--- config.mk ---
export PLATFORM = sky130hd
export DESIGN_NAME = cdb_issue_scheduler
export DESIGN_NICKNAME = d
export VERILOG_FILES = /design/src/rtl/cdb_issue_scheduler.sv
export SDC_FILE = /design/constraint.sdc
export NUM_CORES = 1
export LEC_CHECK = 0
export ABC_AREA = 1
export BUFFER_PORTS_ARGS = -buffer_cell sky130_fd_sc_hd__buf_4
export CORE_MARGIN = 2
export CORE_UTILIZATION = 48
export DETAILED_ROUTE_END_ITERATION = 8
export PLACE_DENSITY = 0.8
export SLEW_MARGIN = 40
export SYNTH_ARGS = -nofsm -noshare
export SYNTH_HDL_FRONTEND = slang
export SYNTH_SLANG_ARGS = --single-unit
--- constraint.sdc ---
create_clock -name clk -period 6.73 [get_ports clk]
set_input_delay 0.673 -clock clk [delete_from_list [all_inputs] [get_ports clk]]
set_output_delay 0.673 -clock clk [all_outputs]
set_load 0.05 [all_outputs]
--- src/rtl/cdb_issue_scheduler.sv ---
// Issue scheduler in front of the CDB controller: grants int, mult, div and
// load-buffer requests so that at most one source drives the CDB per cycle.
// A reservation vector tracks future CDB slots claimed by multi-cycle units.
module cdb_issue_scheduler #(
  parameter int unsigned MULT_LAT = 4,
  parameter int unsigned DIV_LAT  = 7,
  parameter int unsigned STALL_W  = 16
) (
  input  logic               clk,
  input  logic               reset,
  input  logic               req_int,
  input  logic               req_mult,
  input  logic               req_div,
  input  logic               req_ls_buf,
  output logic               issue_int,
  output logic               issue_mult,
  output logic               issue_div,
  output logic               issue_ls_buf,
  output logic [2:0]         slots_reserved,
  output logic [STALL_W-1:0] stall_count
);

  logic [DIV_LAT-1:0] occ_q, occ_d;
  logic               rr_q, rr_d;
  logic [2:0]         slots_q, slots_d;
  logic [STALL_W-1:0] stall_q, stall_d;

  logic grant_int, grant_mult, grant_div, grant_ls;
  logic slot0_free, contested, any_stall;

  // Same-cycle grants; reset masks every grant regardless of requests.
  always_comb begin
    slot0_free = ~occ_q[0] & ~reset;
    grant_div  = req_div & ~reset;
    grant_mult = req_mult & ~occ_q[MULT_LAT] & ~reset;
    contested  = req_int & req_ls_buf & slot0_free;
    grant_int  = slot0_free & req_int    & (~req_ls_buf | ~rr_q);
    grant_ls   = slot0_free & req_ls_buf & (~req_int    |  rr_q);
  end

  // Next reservation vector, popcount, round-robin pointer and stall counter.
  always_comb begin
    occ_d = {grant_div, occ_q[DIV_LAT-1:1]};
    if (grant_mult) occ_d[MULT_LAT-1] = 1'b1;

    slots_d = '0;
    for (int unsigned k = 0; k < DIV_LAT; k++) begin
      slots_d = slots_d + 3'(occ_d[k]);
    end

    rr_d = rr_q;
    if (contested) rr_d = ~rr_q;

    any_stall = (req_int    & ~grant_int)  |
                (req_mult   & ~grant_mult) |
                (req_div    & ~grant_div)  |
                (req_ls_buf & ~grant_ls);
    stall_d = stall_q;
    if (any_stall && (stall_q != '1)) stall_d = stall_q + STALL_W'(1);
  end

  // State registers; asynchronous reset drops all reservations at once.
  always_ff @(posedge clk or posedge reset) begin
    if (reset) begin
      occ_q   <= '0;
      rr_q    <= 1'b0;
      slots_q <= '0;
      stall_q <= '0;
    end else begin
      occ_q   <= occ_d;
      rr_q    <= rr_d;
      slots_q <= slots_d;
      stall_q <= stall_d;
    end
  end

  assign issue_int      = grant_int;
  assign issue_mult     = grant_mult;
  assign issue_div      = grant_div;
  assign issue_ls_buf   = grant_ls;
  assign slots_reserved = slots_q;
  assign stall_count    = stall_q;

endmodule

======== Yosys cells after proc, flatten, opt, wreduce, memory -nomap -nowiden ========
Cells that the tools add are included.
cells by class
  add/subtract/negate cells ............... 7
  multiply operators ...................... 0
  div/mod/pow operators ................... 0
  $lt $le $gt $ge ......................... 0
  eq/ne operators ......................... 1
  shifts and indexed selects .............. 0
  muxes and demuxes ....................... 1
  bitwise logic cells ..................... 29
  reductions and logical operators ........ 1
operators with widths
  operator                 count
  $add A16 B1 Y16 const B  1
  $ne A16 B16 Y1 const B   1
  $and A1 B1 Y1            14
  $add A3 B1 Y3            4
  $not A1 Y1               10
  $or A1 B1 Y1             5
  $add A2 B1 Y3            1
  $add A1 B1 Y2            1
  $logic_and A1 B1 Y1      1
  $mux W1                  1
word-level totals
  register bits ........................... 27
  latch bits .............................. 0
  RAM bits ................................ 0
  memory bits (read-only) ................. 0
  bits of input ports ..................... 6
  output and inout port bits .............. 23
  word-level logic and storage cells ...... 43
  memories ................................ 0

======== Longest topological paths before layout ========
  word-level depth ........................ 10
  mapped depth ............................ 10
  gate-level depth less buffers ........... 9

======== Worst setup path after synthesis ========
No wires, ideal clock.
  kind .................................... input port to flip-flop
  start ................................... input port reset
  end ..................................... register slots_q[1], in the netlist slots_reserved[1]
  library setup time ...................... 0.135 ns
  arrival time ............................ 3.253 ns
  data required time ...................... 6.595 ns
  path slack .............................. 3.342 ns
  cell stages on the path ................. 8
  cell sequence ........................... inv_1 > nand3_1 > inv_1 > nor2_1 > fa_1 > inv_1 > fa_1 > fa_1
between the ends
  cells in the longest elaborated chain, start to end .. 7
ends and longest elaborated chain
  element                      RTL line  RTL
  start: declaration           10        input logic reset,
  $not A1 Y1                   35        grant_mult = req_mult & ~occ_q[MULT_LAT] & ~reset;
  $and A1 B1 Y1                35
  named net issue_mult         16        output logic issue_mult,
  $mux W1                      44        if (grant_mult) occ_d[MULT_LAT-1] = 1'b1;
  $add A3 B1 Y3 (4 in series)  48        slots_d = slots_d + 3'(occ_d[k]);
  named net slots_d[1]         25        logic [2:0] slots_q, slots_d;
  end signal: assignment       72        slots_q <= slots_d;
  end: declaration             25
The timed path passes the listed nets, and every way through them passes these cells.
A chain may end at the register's enable or synchronous reset.

======== Final worst setup path ========
  start ................................... input port reset
  end ..................................... register slots_q[1], in the netlist slots_reserved[1]
between the ends
  cells in the longest elaborated chain, start to end .. 7
ends and longest elaborated chain
  element                      RTL line
  $not A1 Y1 (*)               34, 35
  $and A1 B1 Y1                35
  $mux W1                      44
  $add A3 B1 Y3 (3 in series)  48
  $add A3 B1 Y3 (*)            48
  named net slots_d[1]         25
Mark *: on every way through the listed nets, which the timed path passes. The rest lies on a longest branch.

==> impl_metrics.tcl <==
set metrics [dict create \
    die_height_um 59.9 \
    p_total_mw 0.527 \
    cts_setup_buffers 0 \
    drt-initial-drc-count 57 \
    p_clk_frac 0.135 \
    combPwrFrac 0.430 \
    route.detailed.drc 0 \
    worst_pin_slew_ns 0.561 \
    yosysMostFrequentCell "nand2_1" \
    io-pin-count 29 \
    synth-async-reset-ratio 1.00 \
    critPathKind "input port to register" \
    postPlaceCellArea_um2 1720 \
    finalHoldViolations 0 \
    fin_skew_ns 0.00171 \
    min_path_type "register to register" \
    cts_max_level 1 \
    switching_share 0.460 \
    syn-cell-area_um2 1500 \
    syn2layout_area_growth_pct 16.8 \
    fin_crit_sh 0.401 \
    antenna_found_initial 0 \
    p_int_mw 0.285 \
    yosysTopAreaCell "dfrtp_1" \
    postRouteAntennaNets 0 \
    finalHoldWorstSlack_ns 0.392 \
    synthCells 186 \
    clk_latency_ns 0.33 \
    status "complete, no violations" \
    viasPerCell 4.90 \
    cp.required_ns 6.95 \
    ys_warn_count 0 \
    clock-sinks 27 \
    ys_types 21 \
    synthFlopType "dfrtp_1" \
    vdd_drop_max_uv 213 \
    drive_gt1_frac 0.181 \
    floorplan.die_area_um2 3590 \
    syn_nets 197 \
    synth_area_leaders "dfrtp_1 (45%), nand2_1 (18%), inv_1 (6.0%), fa_1 (5.3%), nand3_1 (5.0%)" \
    grt_pass1_wl_um 4760 \
    wl_met3_um 65 \
    power.density_nw_per_um2 301 \
    drtPass1Iterations 4 \
    rsz0062_at_grt "no" \
    die_width_um 59.9 \
    dpl.hpwl_um 2170 \
    initial_core_util 0.500 \
    cp.arrival_ns 2.92 \
    power_frac_seq 0.435 \
    holdBufCountCts 0 \
    io_buffers 28 \
    nNetsFinal 227 \
    synth_edf_count 0 \
    vias 1216 \
    cts_resized 0 \
    overflow 0 \
    maxCapViolCount 0 \
    fp.coreArea_um2 3000 \
    worstSetupEndpointType "register" \
    antenna_cells 0 \
    grt_pass1_vias 1082 \
    fin_setup_tns_ns 0 \
    rows 20 \
    fin_area_um2 1750 \
    cts.path.max_buffers 2 \
    worst_setup_path_start_kind "input port" \
    drv_slew 0 \
    ys_top_cells_by_count "nand2_1 (72), dfrtp_1 (27), inv_1 (24)" \
    drt-total-wl_um 2900 \
    grtUsageTotal 0.179 \
    gp_congestion 0.797 \
    syn_area_per_cell_um2 8.07 \
    cts_buffers 3 \
    yosysTopAreaCellShare 0.450 \
    maxUsedRoutingLayer "met4" \
    setup_violations 0 \
    grt_max_degree 29 \
    synth_seq_cells 27 \
    cts-root-buf "clkbuf_4" \
    wl_met2_um 1400 \
    max_freq_mhz 370 \
    ys_seq_area_frac 0.450 \
    switchingPower_mw 0.242 \
    slew_headroom 0.626 \
    drt-met1-wl_um 1370 \
    avgRoutedWirePerCell_um 11.7 \
    path_clk_slew_ns 0.14 \
    cp_max_fo 28 \
    tritoncts "yes" \
    power.leakage_nw 0.920 \
    min_period_ns 2.70 \
]
[metrics by stage]
| stage | setup WS [ns] | utilization | std cells |
|---|---|---|---|
| after floorplan | 3.34 | - | 186 |
| after global placement | 3.32 | 0.574 | 244 |
| after detailed placement | 3.62 | 0.574 | 244 |
| after CTS | 3.97 | 0.583 | 248 |
| after global routing | 3.85 | 0.583 | 248 |
| final | 4.03 | 0.583 | 248 |
[flip-flops by register name, summed over array words and instances (netlist names)]
name            count
occ_q               7
rr_q                1
slots_reserved      3
stall_count        16
[worst max-delay path, stage by stage]
cell and delay [ns]:
buf_4 0.13, inv_2 0.41, nand3_1 0.19, inv_1 0.11, nor2_1 0.07, fa_1 0.48, inv_1 0.05, fa_1 0.37
fa_1 0.43
[logic make-up after synthesis]
family | count (synthesis) | synth area share
simple gates | 113 | 0.337
buf+inv | 28 | 0.0826
flops | 27 | 0.450
xor+xnor | 10 | 0.0584
fa+ha+maj | 5 | 0.0617
compound gates | 3 | 0.0100
[path summary, 6_finish.rpt]
kind / endpoint / slack (ns) / startpoint / cells after the start
max in group asynchronous: occ_q[4]$_DFF_PP0_ / 5.96 / reset / 2
max reg2reg: slots_reserved[1]$_DFF_PP0_ / 4.28 / occ_q[1]$_DFF_PP0_ / 6
min reg2reg: occ_q[5]$_DFF_PP0_ / 0.39 / occ_q[6]$_DFF_PP0_ / 0
min: occ_q[5]$_DFF_PP0_ / 0.39 / occ_q[6]$_DFF_PP0_ / 0
min in group asynchronous: slots_reserved[0]$_DFF_PP0_ / 0.40 / reset / 2
max: slots_reserved[1]$_DFF_PP0_ / 4.03 / reset / 9
[cell usage in the layout, fill, tap and decap left out, drive strengths merged, types with 4 or more instances in the layout]
cell type	synthesis	layout
nand2	73	73
buf	3	28
dfrtp	27	27
inv	25	25
nand3	16	16
nor2	16	16
xor2	6	6
xnor2	4	4
fa	4	4
nand4	4	4
[power by group through the flow]
| stage | clock (mW) | sequential [mW] | combinational, mW |
|---|---|---|---|
| 2_1_floorplan | 0 | 0.308 | 0.0877 |
| 3_3_place_gp | 0 | 0.233 | 0.224 |
| 3_5_place_dp | 0 | 0.232 | 0.228 |
| 4_1_cts | 0.0725 | 0.230 | 0.229 |
| 5_1_grt | 0.0773 | 0.234 | 0.243 |
| 6_report | 0.0711 | 0.229 | 0.227 |
[final cells by class]
cell class	count	area, um^2
Tap cell	33	41.3
Fill cell	283	1250
Inverter	25	96.3
Clock buffer	3	22.5
Timing Repair Buffer	28	210
Clock inverter	1	5.00
Sequential cell	27	676
Multi-Input combinational cell	131	701
[routing by layer]
metal | track usage | up-vias
met5 | 0 | -
met4 | 0.0857 | 0
met3 | 0.0130 | 5
met2 | 0.270 | 16
met1 | 0.263 | 566
li1 | - | 629
Note: power is estimated with default switching activity, not from simulation.
